$ cat src/rtl/spin_cycle_controller.sv
// Purpose  : spin-phase drum sequencer with ramped speed, imbalance retry, pause/resume and abort.
// Latency  : every output is registered; a sampled input affects the outputs one clock later.
// Backpres.: none; spin_req is a level handshake and dropping it starts a controlled ramp-down.
// Ports    : clk, reset (async, active-high), spin_req, target_speed[3:0], pause, continue_signal,
//            vibration_sensor -> drum_motor[3:0], spin_active, spin_done, vibration_error, retry_count[1:0].
module spin_cycle_controller #(
   parameter int RAMP_STEP_CYCLES = 4,
   parameter int HOLD_CYCLES      = 40,
   parameter int REDIST_CYCLES    = 8,
   parameter int MAX_RETRIES      = 3
) (
   input  logic       clk,
   input  logic       reset,
   input  logic       spin_req,
   input  logic [3:0] target_speed,
   input  logic       pause,
   input  logic       continue_signal,
   input  logic       vibration_sensor,
   output logic [3:0] drum_motor,
   output logic       spin_active,
   output logic       spin_done,
   output logic       vibration_error,
   output logic [1:0] retry_count
);

   typedef enum logic [3:0] {
      S_IDLE, S_RAMP_UP, S_HOLD, S_RAMP_DOWN, S_REDIST,
      S_PAUSING, S_PAUSED, S_ABORTING, S_DONE, S_FAULT
   } state_t;

   localparam logic [7:0] STEP_LAST   = 8'(RAMP_STEP_CYCLES - 1);
   localparam logic [7:0] HOLD_LAST   = 8'(HOLD_CYCLES - 1);
   localparam logic [7:0] REDIST_LAST = 8'(REDIST_CYCLES - 1);
   localparam logic [1:0] RETRY_MAX   = 2'(MAX_RETRIES);

   state_t     state;
   logic [7:0] step_cnt;     // shared by ramps (step timer) and REDIST (tumble timer)
   logic [7:0] hold_cnt;
   logic [7:0] saved_hold;   // HOLD progress captured when a pause interrupts HOLD
   logic [3:0] tgt_q;
   logic       resume_hold;  // next arrival at tgt_q continues HOLD from saved_hold
   logic       resume_down;  // pause interrupted RAMP_DOWN: resume goes straight back there

   logic step_wrap;
   logic vib_state;
   logic pause_state;

   assign step_wrap   = (step_cnt == STEP_LAST);
   assign vib_state   = (state == S_RAMP_UP) || (state == S_HOLD);
   assign pause_state = vib_state || (state == S_RAMP_DOWN) || (state == S_REDIST);

   always_ff @(posedge clk or posedge reset) begin
      if (reset) begin
         state           <= S_IDLE;
         drum_motor      <= '0;
         spin_active     <= 1'b0;
         spin_done       <= 1'b0;
         vibration_error <= 1'b0;
         retry_count     <= '0;
         step_cnt        <= '0;
         hold_cnt        <= '0;
         saved_hold      <= '0;
         tgt_q           <= '0;
         resume_hold     <= 1'b0;
         resume_down     <= 1'b0;
      end else begin
         spin_done <= 1'b0;
         case (state)
            S_IDLE: begin
               if (spin_req) begin
                  step_cnt <= '0;
                  if (target_speed != 4'd0) begin
                     tgt_q       <= target_speed;
                     retry_count <= '0;
                     resume_hold <= 1'b0;
                     resume_down <= 1'b0;
                     drum_motor  <= '0;
                     spin_active <= 1'b1;
                     state       <= S_RAMP_UP;
                  end else begin
                     // zero target: nothing to spin, report completion at once
                     spin_done <= 1'b1;
                     state     <= S_DONE;
                  end
               end
            end
            S_DONE, S_FAULT: begin
               if (!spin_req) state <= S_IDLE;
            end
            default: begin
               // active states; priority is abort > vibration > pause > normal step
               if (!spin_req && (state != S_ABORTING)) begin
                  step_cnt <= '0;
                  state    <= S_ABORTING;
               end else if (vibration_sensor && vib_state) begin
                  step_cnt    <= '0;
                  resume_hold <= 1'b0;
                  if (retry_count < RETRY_MAX) begin
                     retry_count <= retry_count + 2'd1;
                     drum_motor  <= 4'd1;
                     state       <= S_REDIST;
                  end else begin
                     drum_motor      <= '0;
                     vibration_error <= 1'b1;
                     spin_active     <= 1'b0;
                     state           <= S_FAULT;
                  end
               end else if (pause && pause_state) begin
                  step_cnt    <= '0;
                  state       <= S_PAUSING;
                  resume_down <= (state == S_RAMP_DOWN);
                  // a pause during RAMP_UP keeps any HOLD progress saved by an earlier pause
                  if (state == S_HOLD) begin
                     saved_hold  <= hold_cnt;
                     resume_hold <= 1'b1;
                  end else if (state != S_RAMP_UP) begin
                     resume_hold <= 1'b0;
                  end
               end else begin
                  case (state)
                     S_RAMP_UP: begin
                        // drum already at target only happens when REDIST hands over with tgt_q=1
                        if ((drum_motor == tgt_q) || (step_wrap && ((drum_motor + 4'd1) == tgt_q))) begin
                           if (drum_motor != tgt_q) drum_motor <= drum_motor + 4'd1;
                           step_cnt    <= '0;
                           hold_cnt    <= resume_hold ? saved_hold : '0;
                           resume_hold <= 1'b0;
                           state       <= S_HOLD;
                        end else if (step_wrap) begin
                           drum_motor <= drum_motor + 4'd1;
                           step_cnt   <= '0;
                        end else begin
                           step_cnt <= step_cnt + 8'd1;
                        end
                     end
                     S_HOLD: begin
                        if (hold_cnt == HOLD_LAST) begin
                           step_cnt <= '0;
                           state    <= S_RAMP_DOWN;
                        end else begin
                           hold_cnt <= hold_cnt + 8'd1;
                        end
                     end
                     S_REDIST: begin
                        if (step_cnt == REDIST_LAST) begin
                           step_cnt <= '0;
                           state    <= S_RAMP_UP;
                        end else begin
                           step_cnt <= step_cnt + 8'd1;
                        end
                     end
                     S_PAUSED: begin
                        if (continue_signal) begin
                           step_cnt    <= '0;
                           resume_down <= 1'b0;
                           state       <= resume_down ? S_RAMP_DOWN : S_RAMP_UP;
                        end
                     end
                     default: begin
                        // RAMP_DOWN, PAUSING, ABORTING share the ramp; only the landing state differs
                        if ((drum_motor == 4'd0) || (step_wrap && (drum_motor == 4'd1))) begin
                           drum_motor <= '0;
                           step_cnt   <= '0;
                           if (state == S_RAMP_DOWN) begin
                              spin_done   <= 1'b1;
                              spin_active <= 1'b0;
                              state       <= S_DONE;
                           end else if (state == S_PAUSING) begin
                              state <= S_PAUSED;
                           end else begin
                              spin_active <= 1'b0;
                              state       <= S_IDLE;
                           end
                        end else if (step_wrap) begin
                           drum_motor <= drum_motor - 4'd1;
                           step_cnt   <= '0;
                        end else begin
                           step_cnt <= step_cnt + 8'd1;
                        end
                     end
                  endcase
               end
            end
         endcase
      end
   end

endmodule

$ cat config.mk
export PLATFORM = sky130hd
export DESIGN_NAME = spin_cycle_controller
export DESIGN_NICKNAME = d
export VERILOG_FILES = /design/src/rtl/spin_cycle_controller.sv
export SDC_FILE = /design/constraint.sdc
export NUM_CORES = 1
export LEC_CHECK = 0
export BUFFER_PORTS_ARGS = -buffer_cell sky130_fd_sc_hd__buf_4
export CAP_MARGIN = 20
export CORE_MARGIN = 2
export CORE_UTILIZATION = 47
export CTS_CLUSTER_DIAMETER = 150
export CTS_CLUSTER_SIZE = 20
export DETAILED_ROUTE_END_ITERATION = 6
export HOLD_SLACK_MARGIN = 0.08
export SYNTH_ARGS = -nofsm -noshare
export SYNTH_HDL_FRONTEND = slang
export SYNTH_SLANG_ARGS = --single-unit
$ cat constraint.sdc
create_clock -name clk -period 7.95 [get_ports clk]
set_input_delay 0.795 -clock clk [delete_from_list [all_inputs] [get_ports clk]]
set_output_delay 0.795 -clock clk [all_outputs]
set_load 0.03 [all_outputs]
==> run summary <==
The area of the core is about 0.0063 mm². For this design the top-level I/O count stands at 19. Relative to the synthesized area, the layout overhead comes to 8.625%. The number of buffers inserted by post-CTS setup repair came out at 0.

The number of enable flip-flop cells after synthesis came out at 0. The pin count of the biggest net entering global routing is 44. After synthesis, the share of flip-flops with an asynchronous set or reset is 100.0%.

The delay contributed by the slowest stage of the critical path came out at 0.86 ns. The most used flip-flop cell after synthesis is dfrtp_1. The H-tree generated during clock tree synthesis spans 2 levels. The setup TNS is 0 ns. The floorplan step set the die height to ~84 µm. The hold violation total from the final report is 0.

The clock sink count came out at 43. The highest clock frequency the design can meet came out at 312.5 MHz. The critical-path cell with the highest stage delay is or4b_1. The met1 track demand over resource in global routing is between 30% and 40%. The worst endpoint data arrival time came out at between 3 and 4 ns.

The source of the worst register-to-register timing path is state[1]. The tree is rooted in a clkbuf_8. The worst setup path is captured at a flop. The post-cts gate resize count came out at 0. Row generation in the floorplan step produced 29 rows. The area of the die is around 0.0070 mm². VDD sags by at most 0.2570 mV. The library cells used most frequently in the layout, excluding fill and tap cells, are 43 x dfrtp_1, 30 x nand2_1, 30 x o21ai_0, 27 x nor2_1, 19 x nand3_1. Traced cell by cell, the critical path runs through or4b_1 > a21oi_1 > nor2_1 > or4b_1 > a211o_1. Setup repair after global routing left no endpoint under its margin. The number of DRC markers in iteration 0 is about 280. The post-synth design cell area is 0.003003 mm². The initial utilization of the core area, before any placement, comes to between 40% and 50%. The global route total overflow came out at 0. Among the stages of the critical path, the cell type that occurs most often is or4b_1. The total inserted antenna cells came out at 0. For the pin with the worst max-slew slack, the measured transition is between 0.9 and 1 ns. The maximum count of clock buffers along a single path is 2. TritonCTS built the clock tree. Summing over every cut layer, the via total after detailed routing is 2685.

Max-cap violations in this run came to 0. The worst slack on hold paths is ~0.47 ns. The number of nets in the synthesized netlist came out at about 370. After detailed routing, the number of remaining DRC violations is 0. The initial antenna violation count came out at 0. The clock reaches the later pin of the worst-skew pair after ~0.30 ns. The global-route track usage on met2 came out at around 30%. The final layout net count is between 300 and 400. The total clock buffers created by CTS came out at 5.

The endpoint identified for the worst register-to-register timing path is hold_cnt[0]. The power density over the cells came out at around 370 mW/mm². Once detail routing completed, the nets flagged for antenna violations numbered 0.

Following the worst setup path forward leads to its endpoint at hold_cnt[0]. For flop-to-flop paths, the worst setup slack is between 4 and 5 ns. Synthesis inferred 43 register bits. The setup path with the least slack is of type flop to flop.

The number of endpoints failing setup at the final stage is 0. Of the cells placed in the final design, the portion with a size suffix greater than 1 is about an eighth. The clock transition time at the flip-flop clock pins of the worst setup and hold paths is roughly 0.080 ns.

The via count of the first global-routing pass was between 2000 and 2500. The start point of the critical path is state[1]. For this run, the number of Yosys warnings is 0.

The share of the clock period used by the worst path after layout came out at around two fifths. The count of hold-fix buffers inserted at cts came out at 0. The half-perimeter wire length after detailed placement came out at slightly above 5000 µm. The startpoint identified for the worst hold timing path is vibration_error. The routed wire length per instance is around 16 µm.

The highest fanout seen on the critical path came out at 24. The number of max-slew violations in the final report came to 0. The library cell used most frequently in the layout, excluding fill and tap cells, is dfrtp_1. Measured in cells, the most critical reg-to-reg path has a length of 5. On the final layout, the worst clock skew is a little over 0.003 ns. The reported leakage power came out at 1.428 nW. In this run the horizontal extent of the chip is ~84 µm. The count of buffers added on input and output ports is 18. The met3 global-route usage came out at approximately 4.3%. The number of standard cells after synthesis is ~350. Sequential cells were found to cover a little over a third of the synthesized design area.

In this run the mean area of a mapped cell was ~8.5 µm². Across every metal layer, demand over resource in global routing totals between 20% and 30%. The global routing stage identified its most utilized layer as met1. The startpoint type of the worst setup path is a flop. The count of cell types in the netlist is 62.

The required time of the critical path came out at about 8.1 ns. The wire length of the first global-routing pass is around 12000 µm. Measured against its own limit, the worst slew margin works out to about two fifths. The weighted congestion reported at the end of routability-driven placement came out at 0.9167. The run finished with clean final reports. The wire length after detailed routing came out at 7124 µm.

The via density per instance came out at ~6.2. The min-delay analysis places its worst path in the category flop to flop. The length of the first detailed-routing pass in iterations is 5. The time the final worst path needs with I/O delays and setup came out at 3.200 ns.
[how the worst min path moves through the flow]
stage	to	slack (ns)	cells after the start
6_report	vibration_error	0.47	1
2_1_floorplan	step_cnt[1]	0.48	2
3_5_place_dp	vibration_error	0.46	1
5_1_grt	vibration_error	0.51	1
3_3_place_gp	vibration_error	0.45	1
4_1_cts	vibration_error	0.48	1
[metal layers]
metal | routed length, µm | up-vias
li1 | - | 1324
met5 | 0 | -
met4 | 86 | 0
met2 | 3059 | 78
met1 | 3602 | 1274
met3 | 376 | 9
[area by class of cell]
class                           count  area [µm²]
Tap cell                           77       96.34
Clock inverter                      2       35.03
Inverter                           14       52.55
Fill cell                         586        3015
Multi-Input combinational cell    275        1784
Timing Repair Buffer               18       135.1
Clock buffer                        6       82.58
Sequential cell                    43        1076
[where the power goes]
group | internal, W | switching, W
Combinational | 0.000260 | 0.000368
Sequential | 0.000275 | 0.000115
Clock | 0.000102 | 0.0000761
[cell families after synthesis]
logic type / after synthesis / share of synthesized area, %
compound gates: 109 / 24.04
buf+inv: 35 / 4.750
xor+xnor: 8 / 2.833
fa+ha+maj: 6 / 2.500
simple gates: 136 / 24.21
flops: 43 / 35.83
mux: 16 / 5.833
[stage by stage]
stage               utilization (%)  worst slack [ns]  std cells  instance area [µm²]   power, W
global placement              50.09             4.840        427                 3144   0.001014
detailed placement            50.09             4.786        427                 3144   0.001014
global route                  51.96             4.507        435                 3262   0.001298
finish                        51.96             4.750        435                 3262   0.001196
CTS                           51.96             4.785        435                 3262   0.001199
floorplan                         -             5.334        353                 3003  0.0008632
[critical path, delay by kind of cell (launching register included)]
kind,cells,cell delay [ns]
AO/OA/AOI/OAI,2,0.68
AND/OR/NAND/NOR,3,1.65
flip-flops,1,0.75
[cell usage after synthesis (3+ instances only)]
cell type / n / area [µm²]
and2_1: 4 / 25.02
nor2b_1: 4 / 25.02
o22ai_1: 4 / 25.02
nor2_1: 27 / 101.4
a22oi_1: 3 / 22.52
nor3_1: 11 / 55.05
a2bb2oi_1: 3 / 26.28
inv_1: 14 / 52.55
o31ai_1: 5 / 37.54
ha_1: 6 / 75.07
a21boi_0: 3 / 22.52
nor4_1: 3 / 18.77
nand2b_1: 6 / 37.54
o211ai_1: 4 / 30.03
nand2_1: 30 / 112.6
mux2_2: 12 / 135.1
a21oi_1: 13 / 65.06
o21ai_1: 4 / 20.02
xnor2_1: 6 / 52.55
o2111ai_1: 4 / 35.03
clkbuf_1: 15 / 56.30
and3_1: 9 / 56.30
o21ai_0: 30 / 150.1
dfrtp_1: 43 / 1076
buf_2: 3 / 15.01
a31oi_1: 12 / 75.07
a21o_1: 5 / 37.54
mux2i_1: 4 / 40.04
nand3_1: 19 / 95.09
[state kept, by name, summed over array words and instances, names as in the netlist]
name             count
resume_hold          1
hold_cnt             8
vibration_error      1
spin_active          1
state                4
drum_motor           4
spin_done            1
resume_down          1
retry_count          2
step_cnt             8
saved_hold           8
tgt_q                4
(Power assumes the default switching activity.)
